==> config.mk <==
export PLATFORM = sky130hd
export DESIGN_NAME = mc_ctrl_flat
export DESIGN_NICKNAME = d
export VERILOG_FILES = /design/src/rtl/mc_pkg.sv /design/src/rtl/mc_ctrl_if.sv /design/src/rtl/mc_decode.sv /design/src/rtl/mc_ctrl.sv /design/src/flat_wrapper.sv
export SDC_FILE = /design/constraint.sdc
export NUM_CORES = 1
export LEC_CHECK = 0
export ABC_AREA = 0
export CAP_MARGIN = 20
export CORE_MARGIN = 2
export CORE_UTILIZATION = 25
export DETAILED_ROUTE_END_ITERATION = 12
export PLACE_DENSITY = 0.63
export SLEW_MARGIN = 0
export SYNTH_ARGS = -nofsm -noshare
export SYNTH_HDL_FRONTEND = slang
export SYNTH_HIERARCHICAL = 1
export SYNTH_SLANG_ARGS = --single-unit
==> constraint.sdc <==
create_clock -name clk -period 3.9 [get_ports clk]
set_clock_uncertainty 0.15 [all_clocks]
set_input_delay 0.78 -clock clk [delete_from_list [all_inputs] [get_ports clk]]
set_output_delay 0.78 -clock clk [all_outputs]
set_load 0.005 [all_outputs]
==> src/rtl/mc_pkg.sv <==
// Shared constants for the multi-cycle MIPS control unit: opcodes, functs,
// state codes, datapath select encodings and the instruction-class table.
package mc_pkg;

  // Register written by jal; steered by the datapath when RegDst selects $31
  localparam logic [4:0] RA_REG = 5'd31;

  localparam logic [5:0] OP_RTYPE = 6'h00;
  localparam logic [5:0] OP_ORI   = 6'h0D;
  localparam logic [5:0] OP_LUI   = 6'h0F;
  localparam logic [5:0] OP_LW    = 6'h23;
  localparam logic [5:0] OP_SW    = 6'h2B;
  localparam logic [5:0] OP_BEQ   = 6'h04;
  localparam logic [5:0] OP_J     = 6'h02;
  localparam logic [5:0] OP_JAL   = 6'h03;

  localparam logic [5:0] FN_NOP  = 6'h00;
  localparam logic [5:0] FN_ADDU = 6'h21;
  localparam logic [5:0] FN_SUBU = 6'h23;

  typedef enum logic [2:0] {
    S_FETCH  = 3'd0,
    S_DECODE = 3'd1,
    S_EXE    = 3'd2,
    S_MEM    = 3'd3,
    S_WB     = 3'd4
  } state_t;

  localparam logic [1:0] EOP_SIGN     = 2'b00;
  localparam logic [1:0] EOP_ZERO     = 2'b01;
  localparam logic [1:0] EOP_LUI      = 2'b10;
  localparam logic [1:0] EOP_SIGN_SH2 = 2'b11;

  localparam logic [1:0] ALU_ADD = 2'b00;
  localparam logic [1:0] ALU_SUB = 2'b01;
  localparam logic [1:0] ALU_OR  = 2'b10;

  localparam logic [1:0] SRCB_RT   = 2'b00;
  localparam logic [1:0] SRCB_FOUR = 2'b01;
  localparam logic [1:0] SRCB_EXT  = 2'b10;

  localparam logic [1:0] DST_RT = 2'b00;
  localparam logic [1:0] DST_RD = 2'b01;
  localparam logic [1:0] DST_RA = 2'b10;

  localparam logic [1:0] WD_ALUOUT = 2'b00;
  localparam logic [1:0] WD_MDR    = 2'b01;
  localparam logic [1:0] WD_PC     = 2'b10;

  localparam logic [1:0] NPC_ALU    = 2'b00;
  localparam logic [1:0] NPC_ALUOUT = 2'b01;
  localparam logic [1:0] NPC_JUMP   = 2'b10;

  // One-hot instruction classes; an all-zero vector means unsupported
  localparam int CLS_ADDU = 0;
  localparam int CLS_SUBU = 1;
  localparam int CLS_ORI  = 2;
  localparam int CLS_LUI  = 3;
  localparam int CLS_LW   = 4;
  localparam int CLS_SW   = 5;
  localparam int CLS_BEQ  = 6;
  localparam int CLS_J    = 7;
  localparam int CLS_JAL  = 8;
  localparam int CLS_NOP  = 9;
  localparam int CLS_N    = 10;

  typedef logic [CLS_N-1:0] cls_t;

  function automatic logic [5:0] cls_op(input int idx);
    case (idx)
      CLS_ORI: return OP_ORI;
      CLS_LUI: return OP_LUI;
      CLS_LW:  return OP_LW;
      CLS_SW:  return OP_SW;
      CLS_BEQ: return OP_BEQ;
      CLS_J:   return OP_J;
      CLS_JAL: return OP_JAL;
      default: return OP_RTYPE;
    endcase
  endfunction

  function automatic logic cls_has_funct(input int idx);
    return (idx == CLS_ADDU) || (idx == CLS_SUBU) || (idx == CLS_NOP);
  endfunction

  function automatic logic [5:0] cls_funct(input int idx);
    case (idx)
      CLS_ADDU: return FN_ADDU;
      CLS_SUBU: return FN_SUBU;
      default:  return FN_NOP;
    endcase
  endfunction

endpackage

==> src/rtl/mc_ctrl_if.sv <==
// Control bus between the multi-cycle controller and its datapath:
// instruction fields and ALU flag in, enables and selects out.
interface mc_ctrl_if;
  logic [5:0] op;
  logic [5:0] funct;
  logic       zero;
  logic [1:0] EOp;
  logic       PCWr;
  logic       IRWr;
  logic       RegWr;
  logic       MemWr;
  logic [1:0] RegDst;
  logic [1:0] WDSel;
  logic       ALUSrcA;
  logic [1:0] ALUSrcB;
  logic [1:0] ALUOp;
  logic [1:0] NPCSel;
  logic [2:0] state;
  logic       retire;
  logic       illegal;

  modport slave (
    input  op, funct, zero,
    output EOp, PCWr, IRWr, RegWr, MemWr, RegDst, WDSel,
           ALUSrcA, ALUSrcB, ALUOp, NPCSel, state, retire, illegal
  );

  modport master (
    output op, funct, zero,
    input  EOp, PCWr, IRWr, RegWr, MemWr, RegDst, WDSel,
           ALUSrcA, ALUSrcB, ALUOp, NPCSel, state, retire, illegal
  );
endinterface

==> src/rtl/mc_decode.sv <==
// Instruction classifier: op/funct to a one-hot class vector, with illegal
// raised when no supported class matches.
module mc_decode
  import mc_pkg::*;
(
  input  logic [5:0] op,
  input  logic [5:0] funct,
  output cls_t       cls,
  output logic       illegal
);

  generate
    for (genvar gi = 0; gi < CLS_N; gi++) begin : g_cls
      // funct only qualifies the R-type encodings (addu, subu, nop)
      assign cls[gi] = (op == cls_op(gi)) &&
                       (!cls_has_funct(gi) || (funct == cls_funct(gi)));
    end
  endgenerate

  assign illegal = ~|cls;

endmodule

==> src/rtl/mc_ctrl.sv <==
// Multi-cycle MIPS control FSM: state register plus combinational decode of
// datapath enables/selects from state, op, funct and the ALU zero flag.
module mc_ctrl
  import mc_pkg::*;
(
  input  logic       clk,
  input  logic       reset,
  mc_ctrl_if.slave   bus
);

  state_t     state_reg;
  state_t     state_next;
  cls_t       cls;
  logic       dec_illegal;
  logic       is_rtype;

  logic       pcwr;
  logic       irwr;
  logic       regwr;
  logic       memwr;
  logic [1:0] eop;
  logic [1:0] regdst;
  logic [1:0] wdsel;
  logic       alusrca;
  logic [1:0] alusrcb;
  logic [1:0] aluop;
  logic [1:0] npcsel;
  logic       retire;
  logic       illegal;

  mc_decode u_decode (
    .op      (bus.op),
    .funct   (bus.funct),
    .cls     (cls),
    .illegal (dec_illegal)
  );

  assign is_rtype = cls[CLS_ADDU] | cls[CLS_SUBU];

  always_ff @(posedge clk) begin
    if (reset) begin
      state_reg <= S_FETCH;
    end else begin
      state_reg <= state_next;
    end
  end

  always_comb begin
    state_next = S_FETCH;
    pcwr       = 1'b0;
    irwr       = 1'b0;
    regwr      = 1'b0;
    memwr      = 1'b0;
    eop        = EOP_SIGN;
    regdst     = DST_RT;
    wdsel      = WD_ALUOUT;
    alusrca    = 1'b0;
    alusrcb    = SRCB_RT;
    aluop      = ALU_ADD;
    npcsel     = NPC_ALU;
    retire     = 1'b0;
    illegal    = 1'b0;

    case (state_reg)
      S_FETCH: begin
        irwr       = 1'b1;
        pcwr       = 1'b1;
        alusrcb    = SRCB_FOUR;
        state_next = S_DECODE;
      end

      S_DECODE: begin
        // Branch target PC+4+(imm<<2) is computed here speculatively into ALUOut
        alusrcb = SRCB_EXT;
        eop     = EOP_SIGN_SH2;
        if (cls[CLS_J] || cls[CLS_JAL]) begin
          pcwr   = 1'b1;
          npcsel = NPC_JUMP;
          retire = 1'b1;
        end
        if (cls[CLS_JAL]) begin
          // GRF captures the pre-jump PC (already PC+4) on the same edge
          regwr  = 1'b1;
          regdst = DST_RA;
          wdsel  = WD_PC;
        end
        if (cls[CLS_NOP] || dec_illegal) begin
          retire = 1'b1;
        end
        illegal = dec_illegal;
        if (!(cls[CLS_J] || cls[CLS_JAL] || cls[CLS_NOP] || dec_illegal)) begin
          state_next = S_EXE;
        end
      end

      S_EXE: begin
        alusrca = 1'b1;
        if (is_rtype) begin
          alusrcb    = SRCB_RT;
          aluop      = cls[CLS_SUBU] ? ALU_SUB : ALU_ADD;
          state_next = S_WB;
        end else if (cls[CLS_ORI]) begin
          alusrcb    = SRCB_EXT;
          eop        = EOP_ZERO;
          aluop      = ALU_OR;
          state_next = S_WB;
        end else if (cls[CLS_LUI]) begin
          // rs is $0 for lui, so rs + (imm<<16) yields the upper immediate
          alusrcb    = SRCB_EXT;
          eop        = EOP_LUI;
          state_next = S_WB;
        end else if (cls[CLS_LW] || cls[CLS_SW]) begin
          alusrcb    = SRCB_EXT;
          eop        = EOP_SIGN;
          state_next = S_MEM;
        end else if (cls[CLS_BEQ]) begin
          alusrcb = SRCB_RT;
          aluop   = ALU_SUB;
          pcwr    = bus.zero;
          npcsel  = NPC_ALUOUT;
          retire  = 1'b1;
        end
      end

      S_MEM: begin
        if (cls[CLS_SW]) begin
          memwr  = 1'b1;
          retire = 1'b1;
        end else if (cls[CLS_LW]) begin
          state_next = S_WB;
        end
      end

      S_WB: begin
        regwr  = 1'b1;
        retire = 1'b1;
        regdst = is_rtype ? DST_RD : DST_RT;
        wdsel  = cls[CLS_LW] ? WD_MDR : WD_ALUOUT;
      end

      default: begin
        state_next = S_FETCH;
      end
    endcase
  end

  // Architectural writes are suppressed for the whole time reset is held
  assign bus.PCWr    = pcwr & ~reset;
  assign bus.IRWr    = irwr & ~reset;
  assign bus.RegWr   = regwr & ~reset;
  assign bus.MemWr   = memwr & ~reset;
  assign bus.retire  = retire & ~reset;
  assign bus.illegal = illegal & ~reset;

  assign bus.EOp     = eop;
  assign bus.RegDst  = regdst;
  assign bus.WDSel   = wdsel;
  assign bus.ALUSrcA = alusrca;
  assign bus.ALUSrcB = alusrcb;
  assign bus.ALUOp   = aluop;
  assign bus.NPCSel  = npcsel;
  assign bus.state   = state_reg;

endmodule

==> src/flat_wrapper.sv <==
// flat-port wrapper written by rule: the top's interface ports become plain ports
module mc_ctrl_flat import mc_pkg::*;
  (clk, reset, bus_op, bus_funct, bus_zero, bus_EOp, bus_PCWr, bus_IRWr, bus_RegWr, bus_MemWr, bus_RegDst, bus_WDSel, bus_ALUSrcA, bus_ALUSrcB, bus_ALUOp, bus_NPCSel, bus_state, bus_retire, bus_illegal);
  mc_ctrl_if bus_i ();
  input  logic clk;
  input  logic reset;
  input wire logic [$bits(bus_i.op)-1:0] bus_op;
  input wire logic [$bits(bus_i.funct)-1:0] bus_funct;
  input wire logic [$bits(bus_i.zero)-1:0] bus_zero;
  output wire logic [$bits(bus_i.EOp)-1:0] bus_EOp;
  output wire logic [$bits(bus_i.PCWr)-1:0] bus_PCWr;
  output wire logic [$bits(bus_i.IRWr)-1:0] bus_IRWr;
  output wire logic [$bits(bus_i.RegWr)-1:0] bus_RegWr;
  output wire logic [$bits(bus_i.MemWr)-1:0] bus_MemWr;
  output wire logic [$bits(bus_i.RegDst)-1:0] bus_RegDst;
  output wire logic [$bits(bus_i.WDSel)-1:0] bus_WDSel;
  output wire logic [$bits(bus_i.ALUSrcA)-1:0] bus_ALUSrcA;
  output wire logic [$bits(bus_i.ALUSrcB)-1:0] bus_ALUSrcB;
  output wire logic [$bits(bus_i.ALUOp)-1:0] bus_ALUOp;
  output wire logic [$bits(bus_i.NPCSel)-1:0] bus_NPCSel;
  output wire logic [$bits(bus_i.state)-1:0] bus_state;
  output wire logic [$bits(bus_i.retire)-1:0] bus_retire;
  output wire logic [$bits(bus_i.illegal)-1:0] bus_illegal;
  assign bus_i.op = bus_op;
  assign bus_i.funct = bus_funct;
  assign bus_i.zero = bus_zero;
  assign bus_EOp = bus_i.EOp;
  assign bus_PCWr = bus_i.PCWr;
  assign bus_IRWr = bus_i.IRWr;
  assign bus_RegWr = bus_i.RegWr;
  assign bus_MemWr = bus_i.MemWr;
  assign bus_RegDst = bus_i.RegDst;
  assign bus_WDSel = bus_i.WDSel;
  assign bus_ALUSrcA = bus_i.ALUSrcA;
  assign bus_ALUSrcB = bus_i.ALUSrcB;
  assign bus_ALUOp = bus_i.ALUOp;
  assign bus_NPCSel = bus_i.NPCSel;
  assign bus_state = bus_i.state;
  assign bus_retire = bus_i.retire;
  assign bus_illegal = bus_i.illegal;
  mc_ctrl u_core (.clk(clk), .reset(reset), .bus(bus_i));
endmodule
==> metrics.txt <==
# TYPE chip_impl_metric gauge
chip_impl_metric{name="dr.pass1.iters",unit=""} 4
chip_impl_metric{name="floorplan.die_area",unit="sq um"} 2860
chip_impl_metric{name="drc_errors",unit=""} 0
chip_impl_metric{name="postPlaceCellArea",unit="sq um"} 1150
chip_impl_metric{name="final_period_minus_worst_setup_slack",unit="ns"} 3.80
chip_impl_metric{name="total_leakage_power",unit="nW"} 0.566
chip_impl_metric{name="timing.reg2reg.setup_slack",unit="ns"} 2.08
chip_impl_metric{name="fin_util",unit="%"} 57.0
chip_impl_metric{name="largest_reg_flops",unit=""} 3
chip_impl_metric{name="port_buffers",unit=""} 36
chip_impl_metric{name="tritoncts.num_buffers",unit=""} 3
chip_impl_metric{name="syn_avg_cell_area",unit="sq um"} 7.28
chip_impl_info{name="netlist_top_cells_area",value="dfxtp_1, nor2_1, nor3b_1"} 1
chip_impl_info{name="mostFrequentLayoutCells",value="buf_4, clkdlybuf4s50_1, nor2_1, dlygate4sd2_1, nand2_1"} 1
chip_impl_metric{name="finalWirelength",unit="um"} 2380
chip_impl_metric{name="crit_required",unit="ns"} 2.97
chip_impl_metric{name="wl_per_cell",unit="um"} 13.4
chip_impl_metric{name="hold_viol",unit=""} 0
chip_impl_metric{name="die_h",unit="um"} 53.5
chip_impl_metric{name="multi_input_area",unit="sq um"} 601
chip_impl_metric{name="global_route.usage.total",unit="%"} 17.2
chip_impl_metric{name="post-route-period-util",unit="%"} 97.4
chip_impl_metric{name="maximum_number_of_pins_on_one_net_before_global_route_repair",unit=""} 16
chip_impl_metric{name="synth.ff_latch_count",unit=""} 3
chip_impl_info{name="critPathKind",value="in -> out"} 1
chip_impl_metric{name="ioPinCount",unit=""} 37
chip_impl_metric{name="synth_sequential_area_ratio",unit="%"} 9.82
chip_impl_metric{name="synth.lib_cells_used.distinct",unit=""} 41
chip_impl_metric{name="cellPowerDensity",unit="nW/um^2"} 123
chip_impl_metric{name="floorplan.die.width",unit="um"} 53.5
chip_impl_info{name="setup_repair_after_global_routing_missed_its_margin",value="no"} 1
chip_impl_metric{name="route.detailed.vias_per_inst",unit=""} 5.11
chip_impl_metric{name="timing.setup.tns",unit="ns"} 0
chip_impl_metric{name="drv_slew",unit=""} 0
chip_impl_metric{name="fin_hold_ws",unit="ns"} 0.572
chip_impl_metric{name="setup_viol",unit=""} 0
chip_impl_metric{name="numClockSinks",unit=""} 3
chip_impl_metric{name="clock_slew_at_the_register_clock_pins_of_the_worst_setup_and_hold_paths",unit="ns"} 0.04
chip_impl_metric{name="maxCapViolations",unit=""} 0
chip_impl_metric{name="placed_instances",unit=""} 168
chip_impl_metric{name="global_route_wire_length_before_repair",unit="um"} 3730
chip_impl_metric{name="floorplan_core_area",unit="sq um"} 2250
chip_impl_info{name="hold_path_class",value="reg -> reg"} 1
chip_impl_metric{name="setup_ws",unit="ns"} 0.100
chip_impl_metric{name="layout-drive-gt1-share",unit="%"} 41.6
chip_impl_metric{name="worst_slew_margin_rel",unit="%"} 64.0
chip_impl_info{name="cp-end-kind",value="output pin"} 1
chip_impl_metric{name="critical_path_peak_fanout",unit=""} 3
chip_impl_info{name="cts_tree",value="yes"} 1
chip_impl_metric{name="fin_nets",unit=""} 165
chip_impl_metric{name="htree_num_levels",unit=""} 1
chip_impl_metric{name="via_count_of_the_first_global_routing_pass",unit=""} 879
chip_impl_metric{name="transition_time_of_the_tightest_slew_check_pin",unit="ns"} 0.540
chip_impl_metric{name="yosysTopAreaCellShare",unit="%"} 9.82
chip_impl_metric{name="number_of_warnings_reported_in_the_yosys_synthesis_log",unit=""} 6
chip_impl_metric{name="drt-initial-drc-count",unit=""} 8
chip_impl_metric{name="final-seq-area",unit="sq um"} 60.1
chip_impl_metric{name="vdd_ir_drop_max",unit="mV"} 0.133
chip_impl_info{name="cts-root-buf",value="clkbuf_4"} 1
chip_impl_metric{name="fill_cells",unit=""} 231
chip_impl_metric{name="clk_latency",unit="ns"} 0.23
chip_impl_metric{name="post_synthesis_to_final_layout_area_growth",unit="%"} 110
chip_impl_metric{name="final_hpwl_from_detailed_placement",unit="um"} 1700
chip_impl_metric{name="route.vias.total",unit=""} 905
chip_impl_metric{name="finalNonFillerCells",unit=""} 177
chip_impl_metric{name="remaining_antenna_violation_count",unit=""} 0
chip_impl_metric{name="cell_area_after_technology_mapping",unit="sq um"} 612
chip_impl_metric{name="placement_rows",unit=""} 17
chip_impl_metric{name="syn-instance-count",unit=""} 84
chip_impl_info{name="start_kind",value="input port"} 1
chip_impl_metric{name="antenna_found_initial",unit=""} 0
chip_impl_metric{name="cts_hold_buf",unit=""} 0
chip_impl_info{name="status",value="finished clean"} 1
chip_impl_metric{name="timing.critical_path.arrival",unit="ns"} 2.87
chip_impl_metric{name="grt_remaining_overflow",unit=""} 0
chip_impl_metric{name="clockBufferDepth",unit=""} 2
chip_impl_metric{name="report.power.total",unit="mW"} 0.158
chip_impl_metric{name="n_antenna_cell",unit=""} 0
chip_impl_metric{name="routability_cong",unit=""} 0.792
chip_impl_metric{name="fin_area",unit="sq um"} 1280
chip_impl_metric{name="synthesis.nets",unit=""} 99
chip_impl_metric{name="post-place-ws",unit="ns"} -0.479
chip_impl_metric{name="effective_utilization_at_floorplan",unit="%"} 27.1
chip_impl_info{name="layout.cells.most_common",value="buf_4"} 1
chip_impl_info{name="cell_type_with_the_largest_total_area_after_synthesis",value="dfxtp_1"} 1
chip_impl_metric{name="maxClockFrequency",unit="GHz"} 0.263
[layer usage]
layer  track usage (%)  part of all wire, %  vias to the layer above
met2              31.9                   53                       23
met3              1.13                  3.5                        0
met5                 0                    0                        -
met4              2.99                    0                        0
li1                  -                    -                      451
met1              21.4                   44                      431
[cell families (layout without fill, tap and decap cells)]
| kind of cell | count (synthesis) | after routing | synth area share, % |
|---|---|---|---|
| AOI/OAI and AO/OA | 17 | 17 | 21.1 |
| buffers and inverters | 9 | 74 | 8.79 |
| DFF | 3 | 3 | 9.82 |
| muxes | 1 | 1 | 1.84 |
| and+or+nand+nor | 54 | 54 | 58.5 |
[critical path: stages]
cell             delay (ns)
clkdlybuf4s50_1        0.41
or4_4                  0.44
or3_4                  0.38
nor3_4                 0.23
nor2_4                 0.07
buf_6                  0.12
buf_4                  0.12
nand3b_1               0.11
o21ai_1                0.08
buf_2                  0.13
[synth_stat cells (all sizes together)]
library cell and count:
a2111oi 1, a31oi 1, nand3b 2, or3 2
o2bb2ai 1, a41oi 1, o21bai 1, and4bb 1
and4b 1, a221oi 1, a2111o 1, or4b 1
a21o 2, and3 3, o21ai 6, nor3 5
and2 2, nand2 9, buf 4, or4 2
o211ai 1, nor4 4, nand4 1, nor2 11
mux2 1, o41ai 1, dfxtp 3, inv 5
nor2b 4, nor3b 6
[layout make-up]
| class | instances | share of cell area, % |
|---|---|---|
| Sequential cell | 3 | 4.67 |
| Clock buffer | 4 | 2.04 |
| Multi-Input combinational cell | 72 | 46.7 |
| Tap cell | 28 | 2.73 |
| Inverter | 5 | 1.46 |
| Timing Repair Buffer | 65 | 42.4 |
[repair_timing]
| action | CTS | global route |
|---|---|---|
| cloned | 0 | 0 |
| setup buffers | 3 | 2 |
| setup endpoints to repair | 13 | 7 |
| pin swaps | 12 | 9 |
| resized for setup | 58 | 4 |
[power breakdown]
part           internal (mW)  total [mW]  switching [mW]
Combinational         0.0392      0.0669          0.0276
Sequential            0.0318      0.0359         0.00406
Clock                 0.0384      0.0550          0.0166
[final timing paths]
kind | startpoint | to | cells past startpoint
worst max register to register | u_core/bus.state[1] | u_core/bus.state[0] | 5
worst max-delay path | bus_op[1] | bus_EOp[1] | 10
worst min register to register | u_core/bus.state[0] | u_core/bus.state[1] | 2
worst min-delay path | u_core/bus.state[0] | u_core/bus.state[1] | 2
Note: power is estimated with default switching activity, not from simulation.
